[config.mk]
export PLATFORM = sky130hd
export DESIGN_NAME = match_frame_sequencer
export DESIGN_NICKNAME = d
export VERILOG_FILES = /design/src/rtl/match_frame_sequencer.sv
export SDC_FILE = /design/constraint.sdc
export NUM_CORES = 1
export LEC_CHECK = 0
export BUFFER_PORTS_ARGS = -buffer_cell sky130_fd_sc_hd__buf_4
export CORE_AREA = 2 2 241 243
export CTS_CLUSTER_DIAMETER = 80
export CTS_CLUSTER_SIZE = 25
export DETAILED_ROUTE_END_ITERATION = 10
export DIE_AREA = 0 0 243 245
export GPL_TIMING_DRIVEN = 1
export HOLD_SLACK_MARGIN = 0.06
export PLACE_DENSITY_LB_ADDON = 0.25
export SKIP_LAST_GASP = 1
export SLEW_MARGIN = 20
export SYNTH_ARGS = -nofsm -noshare
export SYNTH_HDL_FRONTEND = slang
export SYNTH_SLANG_ARGS = --single-unit
export TNS_END_PERCENT = 5
[constraint.sdc]
create_clock -name s00_axis_aclk -period 1.6 [get_ports s00_axis_aclk]
set_input_delay 0 -clock s00_axis_aclk [delete_from_list [all_inputs] [get_ports s00_axis_aclk]]
set_output_delay 0 -clock s00_axis_aclk [all_outputs]
set_load 0.02 [all_outputs]
[src/rtl/match_frame_sequencer.sv]
// match_frame_sequencer: gates the corner stream to the matcher one frame at a time, capping each frame at MAX_CORNERS.
// Latency: 1 cycle from s00 handshake to m00_axis_tvalid, 1 bubble cycle per frame start, frame_done 1 cycle after drain.
// Backpressure: one-deep output register; s00 ready follows m00 ready in PASS, is forced high in DROP and low elsewhere.
// Optional feature macro FRAME_SEQ_STATS_EN: enables match_count/drop_count (both tied to 0 when undefined).
module match_frame_sequencer #(
  parameter int DATA_WIDTH  = 280,
  parameter int MAX_CORNERS = 1024,
  parameter int CNT_W       = 11,
  parameter int DROP_W      = 16
) (
  input  logic                  s00_axis_aclk,
  input  logic                  s00_axis_aresetn,
  input  logic                  enable,
  input  logic                  empty_frame,
  input  logic [DATA_WIDTH-1:0] s00_axis_tdata,
  input  logic                  s00_axis_tvalid,
  input  logic                  s00_axis_tlast,
  output logic                  s00_axis_tready,
  output logic [DATA_WIDTH-1:0] m00_axis_tdata,
  output logic                  m00_axis_tvalid,
  output logic                  m00_axis_tlast,
  input  logic                  m00_axis_tready,
  input  logic                  match_tvalid,
  input  logic                  match_tready,
  output logic                  busy,
  output logic                  frame_done,
  output logic [CNT_W-1:0]      corner_count,
  output logic [DROP_W-1:0]     drop_count,
  output logic [CNT_W-1:0]      match_count
);

  typedef enum logic [2:0] {
    S_IDLE,
    S_PASS,
    S_DROP,
    S_DRAIN,
    S_DONE
  } state_t;

  // Index of the last corner a frame may forward; reaching it forces tlast.
  localparam logic [CNT_W-1:0] LAST_IDX = CNT_W'(MAX_CORNERS - 1);

  state_t                state_q;
  logic [DATA_WIDTH-1:0] out_dat_q;
  logic                  out_vld_q;
  logic                  out_lst_q;
  logic [CNT_W-1:0]      frame_cnt_q;
  logic [CNT_W-1:0]      corner_count_q;
  logic                  last_hs_q;     // last forwarded beat has been taken by the matcher
  logic                  frame_done_q;

  logic s_rdy;
  logic s_hs;
  logic m_hs;
  logic fwd_last;
  logic to_done_d;

  // Input ready: output-register slot in PASS, unconditional sink in DROP, closed otherwise.
  always_comb begin
    s_rdy = 1'b0;
    case (state_q)
      S_PASS:  s_rdy = !out_vld_q || m00_axis_tready;
      S_DROP:  s_rdy = 1'b1;
      default: s_rdy = 1'b0;
    endcase
  end

  assign s_hs     = s00_axis_tvalid && s_rdy;
  assign m_hs     = out_vld_q && m00_axis_tready;
  assign fwd_last = s00_axis_tlast || (frame_cnt_q == LAST_IDX);

  // Frame completion: empty frame seen in IDLE, or matcher ready again after taking the last beat.
  always_comb begin
    to_done_d = 1'b0;
    case (state_q)
      S_IDLE:  to_done_d = enable && empty_frame;
      S_DRAIN: to_done_d = last_hs_q && m00_axis_tready;
      default: to_done_d = 1'b0;
    endcase
  end

  // Frame FSM with the output register, frame counter and latched corner count.
  always_ff @(posedge s00_axis_aclk or negedge s00_axis_aresetn) begin
    if (!s00_axis_aresetn) begin
      state_q        <= S_IDLE;
      out_dat_q      <= '0;
      out_vld_q      <= 1'b0;
      out_lst_q      <= 1'b0;
      frame_cnt_q    <= '0;
      corner_count_q <= '0;
      last_hs_q      <= 1'b0;
      frame_done_q   <= 1'b0;
    end else begin
      frame_done_q <= to_done_d;
      if (to_done_d) begin
        corner_count_q <= frame_cnt_q;
      end

      // Only PASS loads the output register; any state may still hand it off.
      if (state_q == S_PASS && s_hs) begin
        out_dat_q <= s00_axis_tdata;
        out_vld_q <= 1'b1;
        out_lst_q <= fwd_last;
      end else if (m00_axis_tready) begin
        out_vld_q <= 1'b0;
      end

      if (m_hs && out_lst_q) begin
        last_hs_q <= 1'b1;
      end

      case (state_q)
        S_IDLE: begin
          // The waiting beat is left in place; PASS consumes it next cycle.
          if (enable && empty_frame) begin
            frame_cnt_q <= '0;
            state_q     <= S_DONE;
          end else if (enable && s00_axis_tvalid) begin
            state_q <= S_PASS;
          end
        end
        S_PASS: begin
          if (s_hs) begin
            frame_cnt_q <= frame_cnt_q + CNT_W'(1);
            if (fwd_last) begin
              state_q <= s00_axis_tlast ? S_DRAIN : S_DROP;
            end
          end
        end
        S_DROP: begin
          if (s_hs && s00_axis_tlast) begin
            state_q <= S_DRAIN;
          end
        end
        S_DRAIN: begin
          if (to_done_d) begin
            state_q <= S_DONE;
          end
        end
        S_DONE: begin
          frame_cnt_q <= '0;
          last_hs_q   <= 1'b0;
          state_q     <= S_IDLE;
        end
        default: state_q <= S_IDLE;
      endcase
    end
  end

`ifdef FRAME_SEQ_STATS_EN
  logic [CNT_W-1:0]  match_acc_q;
  logic [CNT_W-1:0]  match_acc_d;
  logic [CNT_W-1:0]  match_count_q;
  logic [DROP_W-1:0] drop_count_q;
  logic              match_hs;

  assign match_hs = match_tvalid && match_tready &&
                    (state_q inside {S_PASS, S_DROP, S_DRAIN});

  // Saturating per-frame match accumulator; the next value lets a match in the final DRAIN cycle count.
  always_comb begin
    match_acc_d = match_acc_q;
    if (match_hs && (match_acc_q != '1)) begin
      match_acc_d = match_acc_q + CNT_W'(1);
    end
  end

  // Match accumulator/latch and the cumulative saturating drop counter.
  always_ff @(posedge s00_axis_aclk or negedge s00_axis_aresetn) begin
    if (!s00_axis_aresetn) begin
      match_acc_q   <= '0;
      match_count_q <= '0;
      drop_count_q  <= '0;
    end else begin
      if (state_q == S_DONE) begin
        match_acc_q <= '0;
      end else begin
        match_acc_q <= match_acc_d;
      end
      if (to_done_d) begin
        match_count_q <= match_acc_d;
      end
      if (state_q == S_DROP && s_hs && (drop_count_q != '1)) begin
        drop_count_q <= drop_count_q + DROP_W'(1);
      end
    end
  end

  assign match_count = match_count_q;
  assign drop_count  = drop_count_q;
`else
  // Matcher snoop has no consumer without the statistics registers.
  logic unused_match_snoop;
  assign unused_match_snoop = match_tvalid ^ match_tready;

  assign match_count = '0;
  assign drop_count  = '0;
`endif

  assign s00_axis_tready = s_rdy;
  assign m00_axis_tdata  = out_dat_q;
  assign m00_axis_tvalid = out_vld_q;
  assign m00_axis_tlast  = out_lst_q;
  assign busy            = (state_q != S_IDLE);
  assign frame_done      = frame_done_q;
  assign corner_count    = corner_count_q;

endmodule

==> results of run 1 <==
-- cells in the mapped netlist, types with 3 or more instances --
cell and count:
inv_1 3, nand2b_1 3, clkbuf_1 35, buf_2 16
dfrtp_1 309, mux2_2 11, nand3_1 7, a21oi_1 4
nor2_1 3, nand2_1 848, or4_1 5, buf_4 46
o21ai_0 6, o31ai_1 3, o211ai_1 4, nand4_1 6
and3_1 3, a21boi_1 3
-- through the flow --
stage	instance area, um2	total power, mW	cells
3_3_place_gp	17900	32.0	2704
2_1_floorplan	12200	22.8	1368
3_5_place_dp	17900	32.3	2704
5_1_grt	22200	42.9	3055
4_1_cts	21900	40.2	3044
6_report	22200	40.4	3055
-- worst max-delay path, stage by stage (launching register included) --
cell and delay, ps:
dfrtp_2 460, nor3b_4 240, and3_4 260, buf_12 150
bufbuf_16 280, buf_4 130, nand2_1 60, nand2_1 50
-- path summary, 6_finish.rpt --
check | depth (start not counted) | endpoint | from | slack [ps]
worst max-delay path | 7 | m00_axis_tdata[214]$_DFFE_PN0P_ | state_q[2]$_DFFE_PN0P_ | -100
worst min-delay path | 3 | m00_axis_tdata[223]$_DFFE_PN0P_ | s00_axis_aresetn | 140
worst max register to register | 7 | m00_axis_tdata[214]$_DFFE_PN0P_ | state_q[2]$_DFFE_PN0P_ | -100
worst min register to register | 2 | m00_axis_tdata[17]$_DFFE_PN0P_ | m00_axis_tdata[17]$_DFFE_PN0P_ | 480
max in group asynchronous | 3 | frame_cnt_q[0]$_DFFE_PN0P_ | s00_axis_aresetn | 1080
min in group s00_axis_aclk | 4 | m00_axis_tdata[239]$_DFFE_PN0P_ | s00_axis_tdata[239] | 170
-- cell families after synthesis --
family | count (synthesis) | synth area share, %
simple gates | 886 | 28.3
flops | 309 | 63.8
other cells | 1 | 0.0310
compound gates | 32 | 1.84
buf+inv | 101 | 4.78
mux | 12 | 1.11
fa+ha+maj | 1 | 0.103
-- what timing repair did --
action,in CTS,in global routing
setup buffers,10,5
hold endpoints to repair,602,0
pin swaps,7,17
gates cloned,6,6
hold buffers,287,0
endpoints found under the setup margin,302,286
gates resized for setup,16,33
-- flip-flops by register name (all words and copies together) (netlist names) --
| register | count |
|---|---|
| last_hs_q | 1 |
| m00_axis_tvalid | 1 |
| state_q | 3 |
| frame_cnt_q | 11 |
| m00_axis_tdata | 280 |
| corner_count | 11 |
| m00_axis_tlast | 1 |
| frame_done | 1 |
-- layout make-up --
type / count / area, um2 / share of cell area [%]
repair buffers: 983 / 8610 / 38.9
inverters: 3 / 11.3 / 0.0508
clock inverters: 16 / 279 / 1.26
multi-input cells: 958 / 4040 / 18.2
well taps: 765 / 957 / 4.32
flip-flops and latches: 309 / 7740 / 34.9
clock buffers: 21 / 526 / 2.37
-- power breakdown --
part / leakage, nW / switching (mW) / internal, mW
sequential: 3.87 / 2.03 / 11.3
combinational: 7.57 / 11.6 / 9.13
clock: 0.380 / 3.22 / 3.09
-- per-layer routing --
layer | vias to the layer above | wire length [um]
met1 | 5765 | 18700
li1 | 5933 | -
met5 | - | 12
met2 | 454 | 23300
met3 | 89 | 2970
met4 | 2 | 1700
==> key figures, run 1 <==
Status
  – Status: complete, but fails checks
  – Failing checks: setup timing

Setup path
  – CP Data Arrival Time: ~2200 ps
  – Crit path required time: 2080 ps
  – Crit start category: flip-flop
  – Worst setup path category: reg2reg
  – CP endpoint kind: flip-flop
  – Crit Path Max Fanout: 7

Detailed routing
  – Post-Route WL: 46600 um
  – First DRT Iteration DRCs: 483
  – Routed len/inst: 15.3 um
  – Vias: about 12k
  – Detailed Routing Iterations Pass 1: 4
  – Via-to-Cell Ratio: between 4 and 5
  – DRC Markers: 0
  – Post-route ant nets: 0

Global routing
  – Grt ovf: 0
  – Global Route Usage Sum: between 10 and 15%
  – Vias in the first global route: roughly 13k
  – M1 GR Usage: 17.7%
  – Antenna violations before repair: 1
  – First-pass GRT wire length: approximately 70000 um
  – GR Util met3: 3.30%
  – Global routing usage on met2: roughly 26%
  – Largest net degree at the start of global routing: between 50 and 60
  – Busiest grt layer: met2

Yosys
  – Top FF cell, synth: dfrtp_1
  – Warnings from Yosys: 0
  – Seq/Total Area, Yosys: 63.8%
  – Seq cells post-synth: ~300
  – EDFF count, synth: 0
  – Synth top area share: a little under two thirds
  – Cell variety after synth: 42
  – Post-Syn Area: roughly 12000 um2
  – Post-synth top area cell: dfrtp_1
  – Post-synth ARST share: 100%
  – Mapped Cells: between 1k and 1.5k
  – Synth top area cells: dfrtp_1, nand2_1, buf_4
  – Syn Area/Cell: 9.03 um2

Floorplanning
  – Row Count: 88
  – Die Height: 245 um
  – Chip width: about 240 um
  – Area of the die: approximately 60000 um2
  – Starting density of the core: around a fifth
  – Core region area: approximately 57000 um2
  – IO Count: slightly above 600

Power
  – PwrDens: ~1800 nW/um2
  – P_leak: approximately 12 nW
  – Max VDD drop: around 1 mV

Final layout
  – Layout cells sized above 1: about a third
  – Most frequent cells in the layout: nand2_1, buf_4, dfrtp_1
  – Inserted Diodes: 0
  – Most common cell after layout, fill and taps aside: nand2_1
  – Area Growth Syn to Fin: 82.9%
  – Post-route core utilization: between 30 and 40%
  – Final Net Count: ~2.6k
  – # fillers: around 5.6k

STA
  – Final worst-path setup slack: -104 ps
  – Final setup violation count: 204
  – Crit share post-route: 107%
  – Final slew viol count: 0
  – Setup Skew: 20.9 ps
  – Max Clk Rate: 0.587 GHz
  – Final Critical Period: around 1700 ps
  – RSZ-0062 raised after global routing: yes
  – Worst Hold Slack: ~140 ps
  – Post-Route Setup TNS: -8800 ps
  – Fin. Hold Viols: 0

Clock network
  – Clock sinks: between 300 and 400
  – CTS root buffer: clkbuf_16
  – TritonCTS buffer count: 21
  – Clock Latency Late Sink: 560 ps
  – Clock tree buffer depth: 3
  – Clock transition at path regs: approximately 100 ps
  – CTS tree: yes
  – H-Tree Depth: 1

Place
  – Port Buffers: ~580
  – Place WS: -121 ps
  – Dpl hpwl: approximately 31000 um
  – GP Congestion: ~0.91

Job
  – Maxcap violations: 0

Worst hold path
  – Hold Crit Class: in2async
No activity file was read; power rests on OpenSTA's default activity.
==> inputs of run 2 (changes only) <==
Settings changed: CTS_CLUSTER_SIZE 25 to not set, RECOVER_POWER set to 50, SLEW_MARGIN 20 to not set.
==> key figures, run 2 (synthesis gave the netlist of run 1 again) <==
Status
  – Status: complete, but fails checks
  – Failing checks: setup timing

Floorplanning
  – Row Count: around 90
  – Starting density of the core: between 20% and 30%
  – Chip width: around 240 um
  – IO Count: about 610
  – Core region area: ~57000 um2
  – Die Height: between 200 and 250 um
  – Area of the die: just under 60000 um2

Setup path
  – CP Data Arrival Time: roughly 2200 ps
  – Crit path required time: about 2000 ps
  – Crit Path Max Fanout: 7
  – Crit start category: flip-flop
  – Cell depth of the worst flop-to-flop path: 5
  – Worst setup path category: reg2reg
  – Slack of the worst reg-to-reg path: -140 ps
  – Worst r2r src: state_q[2]$_DFFE_PN0P_
  – Reg2reg end: frame_cnt_q[2]$_DFFE_PN0P_
  – CP endpoint kind: flip-flop

Final layout
  – Post-route cell area: about 23000 um2
  – Post-route core utilization: between 30% and 40%
  – Most common cell after layout, fill and taps aside: nand2_1
  – Most frequent cells in the layout: nand2_1, buf_4, dfrtp_1
  – Finished Layout Cells: slightly above 3k
  – Final Net Count: roughly 2.6k
  – Layout cells sized above 1: 34.0%
  – Max reg flops: 280
  – Area Growth Syn to Fin: 86.8%

Clock network
  – Clock Latency Late Sink: ~540 ps
  – CTS root buffer: clkbuf_16
  – Clock sinks: just over 300
  – TritonCTS buffer count: 39
  – CTS tree: yes
  – H-Tree Depth: 2
  – Clock tree buffer depth: 3
  – Clock transition at path regs: roughly 60 ps

Place
  – Post-Place Cells: 2704
  – Dpl hpwl: 31100 um
  – GP Congestion: 0.914
  – Placed cell areas: ~18000 um2
  – Port Buffers: roughly 580
  – Place WS: -121 ps

Global routing
  – First-pass GRT wire length: around 71000 um
  – Antenna violations before repair: 2
  – Largest net degree at the start of global routing: 55
  – Grt ovf: 0
  – Vias in the first global route: 13.0k
  – Global Route Usage Sum: between 10% and 20%

Detailed routing
  – First DRT Iteration DRCs: ~470
  – Routed len/inst: between 15 and 20 um
  – Detailed Routing Iterations Pass 1: 7
  – Vias: approximately 12k
  – DRC Markers: 0
  – Via-to-Cell Ratio: around 4
  – Post-route ant nets: 0
  – Post-Route WL: roughly 47000 um

STA
  – Setup Skew: roughly 17 ps
  – Worst-margin pin slew: 1140 ps
  – Final setup violation count: 138
  – Final slew viol count: 0
  – Fin. Hold Viols: 0
  – Max Clk Rate: 0.574 GHz
  – Final Critical Period: 1740 ps
  – Max_slew headroom: between 20% and 30%
  – Crit share post-route: 109%
  – RSZ-0062 raised after global routing: yes
  – Final worst-path setup slack: -141 ps

Worst hold path
  – Min-Delay Endpoint: m00_axis_tdata[205]$_DFFE_PN0P_
  – Hold Crit Class: in2reg
  – Hold Crit Depth: 4
  – Worst hold start: s00_axis_tdata[205]

Power
  – PwrDens: 1900 nW/um2
  – P_leak: about 12 nW
  – Power Total: 42.9 mW
  – Max VDD drop: 0.925 mV

Job
  – Maxcap violations: 0
==> run 2: cell count changes in the layout (fill, tap and decap cells not counted), sizes merged <==
cell and change:
bufinv -2, buf -6, inv +1, dlymetal6s2s +1, clkinvlp -1, diode +1
clkinv -4, clkbuf +45
==> run 2: area by class of cell <==
| class | count | area (um2) |
|---|---|---|
| diodes | 1 | 2.50 |
| clock buffers | 59 | 1170 |
| clock inverters | 10 | 88.8 |
| fillers | 5587 | 34400 |
| inverters | 3 | 11.3 |
| multi-input cells | 958 | 3990 |
| flip-flops and latches | 309 | 7740 |
| well taps | 765 | 957 |
| repair buffers | 985 | 8660 |
==> run 2: stage by stage <==
stage | hold slack, ps | TNS (ps)
floorplan | -296 | -154
global placement | -44.4 | -11620
detailed placement | -44.2 | -16620
CTS | 143 | -11950
global route | 173 | -24940
finish | 195 | -5410
==> run 2: what timing repair did <==
action                     in CTS  in global routing
buffers inserted                9                  7
setup endpoints to repair     301                293
hold buffers                  287                  0
resized for setup              23                 30
cloned                          7                  7
hold endpoints to repair      600                  0
pin swaps                       6                  7
==> run 2: how the worst max path moves through the flow <==
stage,depth (start not counted),slack (ps),to,from
after CTS,5,-120,s00_axis_tready,state_q[1]$_DFFE_PN0P_
after global placement,5,-140,frame_cnt_q[2]$_DFFE_PN0P_,state_q[2]$_DFFE_PN0P_
after detailed placement,4,-120,frame_cnt_q[3]$_DFFE_PN0P_,state_q[2]$_DFFE_PN0P_
final,5,-140,frame_cnt_q[2]$_DFFE_PN0P_,state_q[2]$_DFFE_PN0P_
after global routing,5,-210,frame_cnt_q[2]$_DFFE_PN0P_,state_q[2]$_DFFE_PN0P_
after floorplan,5,-20,corner_count[1]$_DFFE_PN0P_,state_q[1]$_DFFE_PN0P_
==> run 2: report_power, final <==
part | total [mW] | internal [mW] | switching (mW)
Clock | 8.68 | 5.23 | 3.45
Sequential | 13.4 | 11.3 | 2.04
Combinational | 20.9 | 9.31 | 11.6
==> run 2: per-layer routing <==
layer  wire length, um  share of wire [%]  track usage [%]
met1             19000                 40             17.8
met2             23500                 50             25.9
met3              3090                6.5             3.85
met4              1590                3.4             5.88
met5                11              0.023                0
==> run 2: worst max-delay path: stages (launching register included) <==
cell	delay, ps
dfrtp_2	450
buf_4	150
a211o_4	360
buf_4	150
o311ai_0	350
o41ai_1	140
